===== config.mk =====
export PLATFORM = sky130hd
export DESIGN_NAME = char_rom_arbiter
export DESIGN_NICKNAME = d
export VERILOG_FILES = /design/src/rtl/char_rom_arbiter.sv
export SDC_FILE = /design/constraint.sdc
export NUM_CORES = 1
export LEC_CHECK = 0
export ABC_AREA = 1
export CORE_MARGIN = 1
export CORE_UTILIZATION = 41
export DETAILED_ROUTE_END_ITERATION = 16
export GPL_TIMING_DRIVEN = 0
export PLACE_DENSITY = 0.83
export RECOVER_POWER = 25
export SLEW_MARGIN = 40
export SYNTH_ARGS = -nofsm -noshare
export SYNTH_HDL_FRONTEND = slang
export SYNTH_SLANG_ARGS = --single-unit

===== constraint.sdc =====
create_clock -name clk -period 2.5 [get_ports clk]
set_clock_uncertainty 0.05 [all_clocks]
set_input_delay 0.25 -clock clk [delete_from_list [all_inputs] [get_ports clk]]
set_output_delay 0.25 -clock clk [all_outputs]
set_load 0.02 [all_outputs]

===== src/rtl/char_rom_arbiter.sv =====
// char_rom_arbiter: shares one synchronous character-sprite ROM read port between the
// host and guest char draw units. Round-robin with a bounded burst length, a registered
// ROM request stage and an owner-tagged return pipeline so each unit sees only its data.
module char_rom_arbiter #(
  parameter int ADDR_W    = 18,
  parameter int DATA_W    = 12,
  parameter int ROM_LAT   = 2,
  parameter int MAX_BURST = 4
) (
  input  logic              clk,
  input  logic              rst,
  input  logic              req_host,
  input  logic [ADDR_W-1:0] addr_host,
  input  logic              req_guest,
  input  logic [ADDR_W-1:0] addr_guest,
  output logic              gnt_host,
  output logic              gnt_guest,
  output logic              rom_en,
  output logic [ADDR_W-1:0] rom_addr,
  input  logic [DATA_W-1:0] rom_rdata,
  output logic              rvalid_host,
  output logic              rvalid_guest,
  output logic [DATA_W-1:0] rdata_host,
  output logic [DATA_W-1:0] rdata_guest
);

  localparam int CNT_W = (MAX_BURST > 1) ? $clog2(MAX_BURST) : 1;
  localparam logic [CNT_W-1:0] BURST_LAST = CNT_W'(MAX_BURST - 1);

  typedef enum logic [1:0] {
    IDLE,
    HOST,
    GUEST
  } state_t;

  state_t           state;
  logic [CNT_W-1:0] burst_cnt;
  logic             last_guest;
  logic             burst_done;
  logic             gnt_any;
  logic [CNT_W-1:0] burst_inc;

  // Entry 0 is loaded on the grant edge; entry ROM_LAT lines up with rom_rdata.
  logic [ROM_LAT:0] tag_valid;
  logic [ROM_LAT:0] tag_guest;

  assign burst_done = (burst_cnt == BURST_LAST);
  assign burst_inc  = burst_done ? burst_cnt : burst_cnt + CNT_W'(1);
  assign gnt_any    = gnt_host | gnt_guest;

  // Grant decision: the owner keeps the port until its burst runs out while the other side waits.
  always_comb begin
    gnt_host  = 1'b0;
    gnt_guest = 1'b0;
    case (state)
      HOST: begin
        if (req_host && !(req_guest && burst_done)) gnt_host = 1'b1;
        else if (req_guest)                         gnt_guest = 1'b1;
      end
      GUEST: begin
        if (req_guest && !(req_host && burst_done)) gnt_guest = 1'b1;
        else if (req_host)                          gnt_host = 1'b1;
      end
      default: begin
        if (req_host && req_guest) begin
          if (last_guest) gnt_host = 1'b1;
          else            gnt_guest = 1'b1;
        end else if (req_host) begin
          gnt_host = 1'b1;
        end else if (req_guest) begin
          gnt_guest = 1'b1;
        end
      end
    endcase
  end

  // Owner FSM: tracks who holds the port, how long they have held it, and who went last.
  always_ff @(posedge clk) begin
    if (rst) begin
      state      <= IDLE;
      burst_cnt  <= '0;
      last_guest <= 1'b1;
    end else if (gnt_host) begin
      state      <= HOST;
      burst_cnt  <= (state == HOST) ? burst_inc : '0;
      last_guest <= 1'b0;
    end else if (gnt_guest) begin
      state      <= GUEST;
      burst_cnt  <= (state == GUEST) ? burst_inc : '0;
      last_guest <= 1'b1;
    end else begin
      state      <= IDLE;
      burst_cnt  <= '0;
    end
  end

  // ROM request stage: the accepted address is presented to the ROM the cycle after the grant.
  always_ff @(posedge clk) begin
    if (rst) begin
      rom_en   <= 1'b0;
      rom_addr <= '0;
    end else begin
      rom_en <= gnt_any;
      if (gnt_any) rom_addr <= gnt_host ? addr_host : addr_guest;
    end
  end

  // Return tags ride alongside the ROM latency; clearing them on reset drops in-flight reads.
  always_ff @(posedge clk) begin
    if (rst) begin
      tag_valid <= '0;
      tag_guest <= '0;
    end else begin
      tag_valid <= {tag_valid[ROM_LAT-1:0], gnt_any};
      tag_guest <= {tag_guest[ROM_LAT-1:0], gnt_guest};
    end
  end

  assign rvalid_host  = tag_valid[ROM_LAT] & ~tag_guest[ROM_LAT];
  assign rvalid_guest = tag_valid[ROM_LAT] &  tag_guest[ROM_LAT];
  assign rdata_host   = rom_rdata;
  assign rdata_guest  = rom_rdata;

endmodule


======== Word level (Yosys, flattened, before mapping) ========
Index checks and enable logic that the tools add are counted.
word-level totals
  logic and storage cells ................. 48
  register bits after elaboration ......... 30
  output and inout port bits .............. 47
  bits of input ports ..................... 52
cells by class
  eq/ne operators ......................... 3
  bitwise gates (word level) .............. 4
  reduce and logical (&&, ||, !) cells .... 9
  $add $sub $neg .......................... 1
  muxes and demuxes ....................... 23
operators by type and width
  operator                                             number
  2-to-1 mux 18 bit                                    1
  2-to-1 mux 1 bit                                     14
  2-to-1 mux 2 bit                                     6
  logical AND 1 bit                                    5
  equality test 2 bit, second input constant           2
  one-hot mux 1 bit (2 select lines)                   2
  adder 2 x 1 -> 2 bit, second input constant          1
  bitwise AND 1 bit                                    2
  equality test 2 x 1 -> 1 bit, second input constant  1
  logical NOT 1 bit                                    2
  nonzero test 2 bit                                   1
  OR reduction 2 bit                                   1
  inverter 1 bit                                       1
  OR 1 bit                                             1

======== Longest topological paths before layout ========
Gate-level depths: netlist of run 1.
  word-level depth ........................ 8
  depth in mapped cells ................... 12
  gate-level depth less buffers ........... 11

======== Worst setup path after synthesis of run 1 ========
Ideal clock, no wire load.
  kind .................................... reg2reg
  from .................................... register state[0]
  to ...................................... register burst_cnt[0]
  required time ........................... 2318 ps
  stages on the path, launching flop included .. 11
  arrival ................................. 1488 ps
  slack ................................... 829 ps
  setup time .............................. 132 ps
  period minus slack after synthesis ...... 1671 ps
  buffers on the path ..................... 1
  cell sequence ........................... dfxtp_1 > inv_1 > ha_1 > inv_1 > o21ai_1 > inv_1 > nand2_1 > buf_2 > inv_1 > nand3_1 > a21oi_1
between the ends
  word-level cells in the longest chain between the ends .. 4
  elaborated cells on any way between the ends .. 8
  those cells by class .................... eq/ne: 2; mux: 6
RTL lines
  what                                                                        line  text
  start, declared                                                             36    state_t state;
  start signal, assigned                                                      80    state <= IDLE;
  start signal, assigned                                                      84    state <= HOST;
  start signal, assigned                                                      88    state <= GUEST;
  equality test 2 bit / equality test 2 x 1 -> 1 bit (equally long branches)  55    case (state)
  one-hot mux 1 bit (2 select lines) *                                        55
  via gnt_guest                                                               17    output logic gnt_guest,
  2-to-1 mux 2 bit *                                                          87    end else if (gnt_guest) begin
  2-to-1 mux 2 bit *                                                          83    end else if (gnt_host) begin
  end signal, assigned                                                        85    burst_cnt <= (state == HOST) ? burst_inc : '0;
  end signal, assigned                                                        89    burst_cnt <= (state == GUEST) ? burst_inc : '0;
  end, declared                                                               37    logic [CNT_W-1:0] burst_cnt;
The timed path passes the listed nets; every way through them passes the cells marked *.
A chain may end at the register's enable or synchronous reset.

======== Worst setup path in the final report of run 1 ========
  from .................................... register state[0]
  to ...................................... output gnt_guest
between the ends
  word-level cells in the longest chain between the ends .. 2
  elaborated cells on any way between the ends .. 3
  those cells by class .................... eq/ne: 2; mux: 1
RTL lines
  what                                                                        line
  equality test 2 bit / equality test 2 x 1 -> 1 bit (equally long branches)  55
  one-hot mux 1 bit (2 select lines) *                                        55
  end, declared                                                               17
Mark *: on every way between the ends. The rest lies on a longest branch, timed or not.

==> flow_metrics.py, run 1 <==
metrics = {
    "logic_synthesis": {
        "synthFlopType": "dfxtp_1",
        "syn_nets": 307,
        "ys_types": 20,
        "synth-async-reset-ratio": 0,
        "syn_area_per_cell_um2": 6.85,
        "synth_edf_count": 0,
        "yosysTopAreaCell": "dfxtp_1",
        "syn_area_um2": 1730,
        "yosys-top-cells-count": "nand2_1, inv_1, dfxtp_1, nor2_1, buf_4",
        "ys_warn_count": 0,
        "ys_ff_latch": 29,
        "yosysMostFrequentCell": "nand2_1",
        "synth_top_area_share": 0.335,
        "synth_area_leaders": "dfxtp_1, buf_4, nand2_1",
        "netlist_instances": 253,
        "seq_area_frac_synth": 0.335,
    },
    "global_routing": {
        "track_usage": 0.197,
        "grt_max_degree": 11,
        "grt_pass1_vias": 1498,
        "grt_pass1_wl_um": 6490,
        "overflow": 0,
        "antenna_found_initial": 0,
    },
    "place": {
        "dp.cells": 389,
        "gp_congestion": 0.766,
        "io_buffers": 86,
        "place_ws_ps": 22.9,
        "hpwl_um": 3330,
    },
    "pwr": {
        "power_leakage_nw": 1.31,
        "finalPower_w": 0.00324,
        "vdd_ir_drop_max_mv": 0.663,
        "p_per_area_nw_per_um2": 1170,
    },
    "worst_setup_path": {
        "critPathBufInv": 6,
        "crit_type": "reg2out",
        "worst-r2r-cell-count": 10,
        "rrSetupSlack_ps": 690,
        "critical_path_required_ps": 2200,
        "start_kind": "register",
        "crit_path_frequent_cell": "inv_1",
        "cp_num_cells": 9,
        "slowest_stage": "ha_1",
        "critPathArrivalTime_ps": 2070,
        "crit_fanout": 10,
        "max_stage_delay_ps": 340,
        "cp-end-kind": "primary output",
        "critical_path.top_delay_family": "buffers and inverters",
        "path_cells": "inv_1 -> ha_1 -> inv_1 -> o21ai_1 -> inv_1 -> nand2_1 -> clkbuf_4 -> inv_1 -> dlygate4sd2_1",
    },
    "sta": {
        "max_slew_margin": 0.675,
        "holdWs_ps": 358,
        "post-route-period-util": 0.950,
        "fin_ws_ps": 126,
        "tns_ps": 0,
        "tightest_slew_ps": 487,
        "hold_violations": 0,
        "max_freq_ghz": 0.421,
        "setup_viol": 0,
        "maxSlewViolCount": 0,
        "rsz0062_at_grt": "false",
        "post-route-min-period_ps": 2370,
    },
    "routing": {
        "vias": 1789,
        "wl_per_cell_um": 10.8,
        "met2WireLength_um": 2250,
        "vias_per_cell": 4.51,
        "top_layer_used": "met4",
        "routed-wl-met3_um": 281,
        "drtPass1Iterations": 4,
        "drtIter0Drc": 51,
        "met1Wirelength_um": 1690,
        "drtAntennaViolNets": 0,
        "drc": 0,
        "wirelength_um": 4290,
    },
    "die": {
        "die_area_um2": 4490,
        "io_pins": 99,
        "start_util": 0.430,
        "core_um2": 4030,
        "fp.dieW_um": 67.0,
        "fp-row-count": 23,
        "fp.dieH_um": 67.0,
    },
    "finish": {
        "diodes": 0,
        "fin_cells": 397,
        "fin_nets": 400,
        "syn2layout_area_growth_pct": 60.2,
        "fillers": 357,
        "drive_gt1_frac": 0.130,
    },
    "clocking": {
        "clk_path_buf_depth": 2,
        "ctsHtreeMaxLevel": 2,
        "cts_resized": 1,
        "cts_buffers": 5,
        "root_buffer": "clkbuf_8",
        "cts_tree": "built",
        "cts.sinks": 29,
        "post_cts_buffers": 0,
        "clk_pin_slew_ps": 60,
        "clkLatencyLatePin_ps": 280,
        "ctsHoldBuffers": 0,
    },
    "min_path": {
        "hold_class": "reg2reg",
        "whs_path_depth": 2,
    },
    "job": {
        "drv_cap": 0,
    },
    "run_status": {
        "status": "finished, final reports clean",
    },
}
worst register-to-register path, stage by stage (launching register included):
cell      delay (ps)
dfxtp_1          330
inv_1             50
ha_1             340
inv_1            110
o21ai_1          150
inv_1             50
nand2_1          130
buf_2            250
nand3b_1         100
nand2_1           80
nor2_1            60
report_power, final:
| part | internal [W] | switching, W |
|---|---|---|
| combinational | 0.000897 | 0.00110 |
| clock | 0.000324 | 0.000172 |
| sequential | 0.000660 | 0.0000840 |
layout make-up:
class / count / area, um^2 / area share
buffer: 36 / 264 / 0.0950
clock buffer: 7 / 86.3 / 0.0311
clock inverter: 1 / 30.0 / 0.0108
inverter: 37 / 139 / 0.0500
multi-input combinational: 151 / 753 / 0.271
sequential: 29 / 581 / 0.209
tap: 50 / 62.6 / 0.0225
timing repair buffer: 86 / 862 / 0.310
path summary, 6_finish.rpt:
path                                 from                         to
setup / recovery      state[0]$_SDFF_PP0_                  gnt_guest
setup reg to reg      state[0]$_SDFF_PP0_  rom_addr[10]$_SDFFE_PP0P_
hold / removal    tag_guest[1]$_SDFF_PP0_    tag_guest[2]$_SDFF_PP0_
hold reg to reg   tag_guest[1]$_SDFF_PP0_    tag_guest[2]$_SDFF_PP0_
per-layer routing:
| layer | vias to the layer above | track usage |
|---|---|---|
| met5 | - | 0 |
| met4 | 0 | 0.0638 |
| met3 | 6 | 0.0685 |
| met2 | 61 | 0.336 |
| met1 | 773 | 0.225 |
| li1 | 949 | - |
stage by stage:
step,util,area (um^2)
4_1_cts,0.688,2770
5_1_grt,0.689,2780
2_1_floorplan,-,1730
6_report,0.689,2780
3_3_place_gp,0.660,2660
3_5_place_dp,0.660,2660
flip-flops by register name (all words and copies together), names as in the netlist:
signal      cells
rom_addr       18
tag_guest       3
tag_valid       3
burst_cnt       2
state           2
last_guest      1
cells by family after synthesis:
logic type,after synthesis,share of synthesized area
AND/OR/NAND/NOR,123,0.335
buffers and inverters,73,0.231
flip-flops,29,0.335
AO/OA/AOI/OAI,26,0.0844
adder cells (fa/ha/maj),2,0.0144
cells in the final DEF, fill, tap and decap left out, types with 6 or more instances in the layout:
cell / count
dlygate4sd3_1: 16
nand3b_1: 18
nand3_1: 24
dfxtp_1: 29
nand2_1: 49
o21ai_0: 15
nor2_1: 29
buf_4: 26
clkdlybuf4s50_1: 68
inv_1: 32
clkbuf_8: 6
Power figures use the tool's default switching activity.
==> run 2: changes to the inputs <==
TNS_END_PERCENT = 10   (was default)
==> results of run 2 <==
No change in the layout: final DEF, timing and power equal those of run 1.
==> run 3: changes to the inputs <==
==> constraint.sdc (replaced) <==
create_clock -name clk -period 2.5 [get_ports clk]
set_clock_uncertainty 0.05 [all_clocks]
set_input_delay 0.375 -clock clk [delete_from_list [all_inputs] [get_ports clk]]
set_output_delay 0.375 -clock clk [all_outputs]
set_load 0.02 [all_outputs]
==> run 3 against run 2 <==
Against the previous run: core utilization up 0.093 points; critical endpoint is now gnt_host; first-iteration DRC count up 9.8%; setup slack better by 17 ps; critical path type is now in2out; highest routed layer unchanged.
==> flow_metrics.py, run 3 (synthesis results as in run 1) <==
metrics = {
    "run_status": {
        "status": "finished, final reports clean",
    },
    "sta": {
        "post-route-period-util": 0.943,
        "holdWs_ps": 358,
        "tightest_slew_ps": 488,
        "hold_violations": 0,
        "setup_viol": 0,
        "rsz0062_at_grt": "false",
        "max_slew_margin": 0.675,
        "max_freq_ghz": 0.424,
        "post-route-min-period_ps": 2360,
        "maxSlewViolCount": 0,
    },
    "finish": {
        "fillers": 358,
        "largest_register": "rom_addr",
        "largest_register_ffs": 18,
        "layout_commonest_cell": "clkdlybuf4s50_1",
        "drive_gt1_frac": 0.135,
        "ff_latch_area_um2": 581,
        "multi_input_area_um2": 753,
        "diodes": 0,
        "syn2layout_area_growth_pct": 60.4,
        "postLayoutCoreUtil": 0.690,
        "top_regs": "rom_addr (18), tag_guest (3), tag_valid (3)",
        "final_cell_mix": "clkdlybuf4s50_1, nand2_1, inv_1",
        "fin_nets": 401,
    },
    "worst_setup_path": {
        "critPathArrivalTime_ps": 1930,
        "crit_type": "in2out",
        "critical_path_required_ps": 2080,
        "slowest_stage": "clkdlybuf4s50_1",
        "worst-r2r-cell-count": 10,
        "cp-end-kind": "primary output",
        "max_stage_delay_ps": 580,
        "path_cells": "clkdlybuf4s50_1 -> nand3_1 -> nand2_1 -> nand2_1 -> nand3_4 -> nand2_4 -> inv_1 -> dlygate4sd2_1",
        "crit_path_frequent_cell": "nand2_1",
        "crit_fanout": 10,
        "start_kind": "primary input",
    },
    "global_routing": {
        "track_usage": 0.198,
        "grt_pass1_vias": 1500,
        "grt_pass1_wl_um": 6530,
        "grt_max_degree": 11,
        "overflow": 0,
        "antenna_found_initial": 0,
    },
    "clocking": {
        "root_buffer": "clkbuf_8",
        "cts_buffers": 5,
        "clk_pin_slew_ps": 60,
        "clkLatencyLatePin_ps": 280,
        "cts_tree": "built",
        "clk_path_buf_depth": 2,
        "cts.sinks": 29,
        "ctsHtreeMaxLevel": 2,
        "ctsHoldBuffers": 0,
    },
    "place": {
        "gp_congestion": 0.766,
        "hpwl_um": 3330,
        "io_buffers": 86,
    },
    "routing": {
        "vias": 1794,
        "vias_per_cell": 4.51,
        "wl_per_cell_um": 10.8,
        "drtPass1Iterations": 5,
        "wirelength_um": 4310,
        "drtIter0Drc": 56,
        "drtAntennaViolNets": 0,
        "drc": 0,
    },
    "pwr": {
        "power_leakage_nw": 1.30,
        "p_per_area_nw_per_um2": 1170,
        "vdd_ir_drop_max_mv": 0.666,
    },
    "min_path": {
        "whs_path_depth": 2,
        "hold_class": "reg2reg",
    },
    "die": {
        "fp-row-count": 23,
        "fp.dieH_um": 67.0,
        "core_um2": 4030,
        "die_area_um2": 4490,
        "fp.dieW_um": 67.0,
        "io_pins": 99,
        "start_util": 0.430,
    },
    "job": {
        "drv_cap": 0,
    },
}
==> run 3: cell count changes in the layout (fill, tap and decap cells not counted), sizes merged <==
| cell | previous run | this run |
|---|---|---|
| buf | 33 | 35 |
| dlymetal6s2s | 1 | 0 |
==> run 3: layer usage <==
layer  part of all wire  GRT usage  vias to the layer above
li1                   -          -                      952
met1               0.40      0.227                      775
met2               0.52      0.338                       61
met3              0.065     0.0685                        6
met4              0.013     0.0638                        0
met5                  0          0                        -
==> run 3: critical path, delay by kind of cell <==
kind          cells  cell delay (ps)
buf+inv           3             1050
simple gates      5              490
==> run 3: final timing paths <==
check                           from                   endpoint  slack [ps]
min          tag_guest[1]$_SDFF_PP0_    tag_guest[2]$_SDFF_PP0_         360
min reg2reg  tag_guest[1]$_SDFF_PP0_    tag_guest[2]$_SDFF_PP0_         360
max reg2reg      state[0]$_SDFF_PP0_  rom_addr[10]$_SDFFE_PP0P_         650
max                         req_host                   gnt_host         140
==> run 3: cell type report <==
| type | instances | share of cell area |
|---|---|---|
| clock buffers | 7 | 0.0310 |
| inverters | 37 | 0.0499 |
| flip-flops and latches | 29 | 0.209 |
| repair buffers | 87 | 0.310 |
| well taps | 50 | 0.0225 |
| plain buffers | 36 | 0.0963 |
| multi-input cells | 151 | 0.271 |
| clock inverters | 1 | 0.0108 |
==> run 3: through the flow <==
stage | setup TNS [ps] | setup WS, ps | power [W] | cells | cell area, um^2
2_1_floorplan | 0 | 735 | 0.00208 | 253 | 1730
3_3_place_gp | -352 | -193 | 0.00273 | 389 | 2660
3_5_place_dp | -380 | -227 | 0.00277 | 389 | 2660
4_1_cts | 0 | 17.8 | 0.00328 | 398 | 2780
5_1_grt | 0 | 31.6 | 0.00352 | 398 | 2780
6_report | 0 | 143 | 0.00326 | 398 | 2780
==> run 3: timing repair <==
action | 4_1_cts | 5_1_grt
pin swaps | 1 | 0
gates resized for setup | 3 | 3
setup buffers | 1 | 0
setup endpoints to repair | 2 | 1
==> run 3: power by group <==
| group | total [W] | switching [W] | internal, W |
|---|---|---|---|
| clock network | 0.000498 | 0.000174 | 0.000324 |
| registers | 0.000745 | 0.0000842 | 0.000660 |
| logic | 0.00201 | 0.00111 | 0.000904 |
| total | 0.00326 | 0.00137 | 0.00189 |
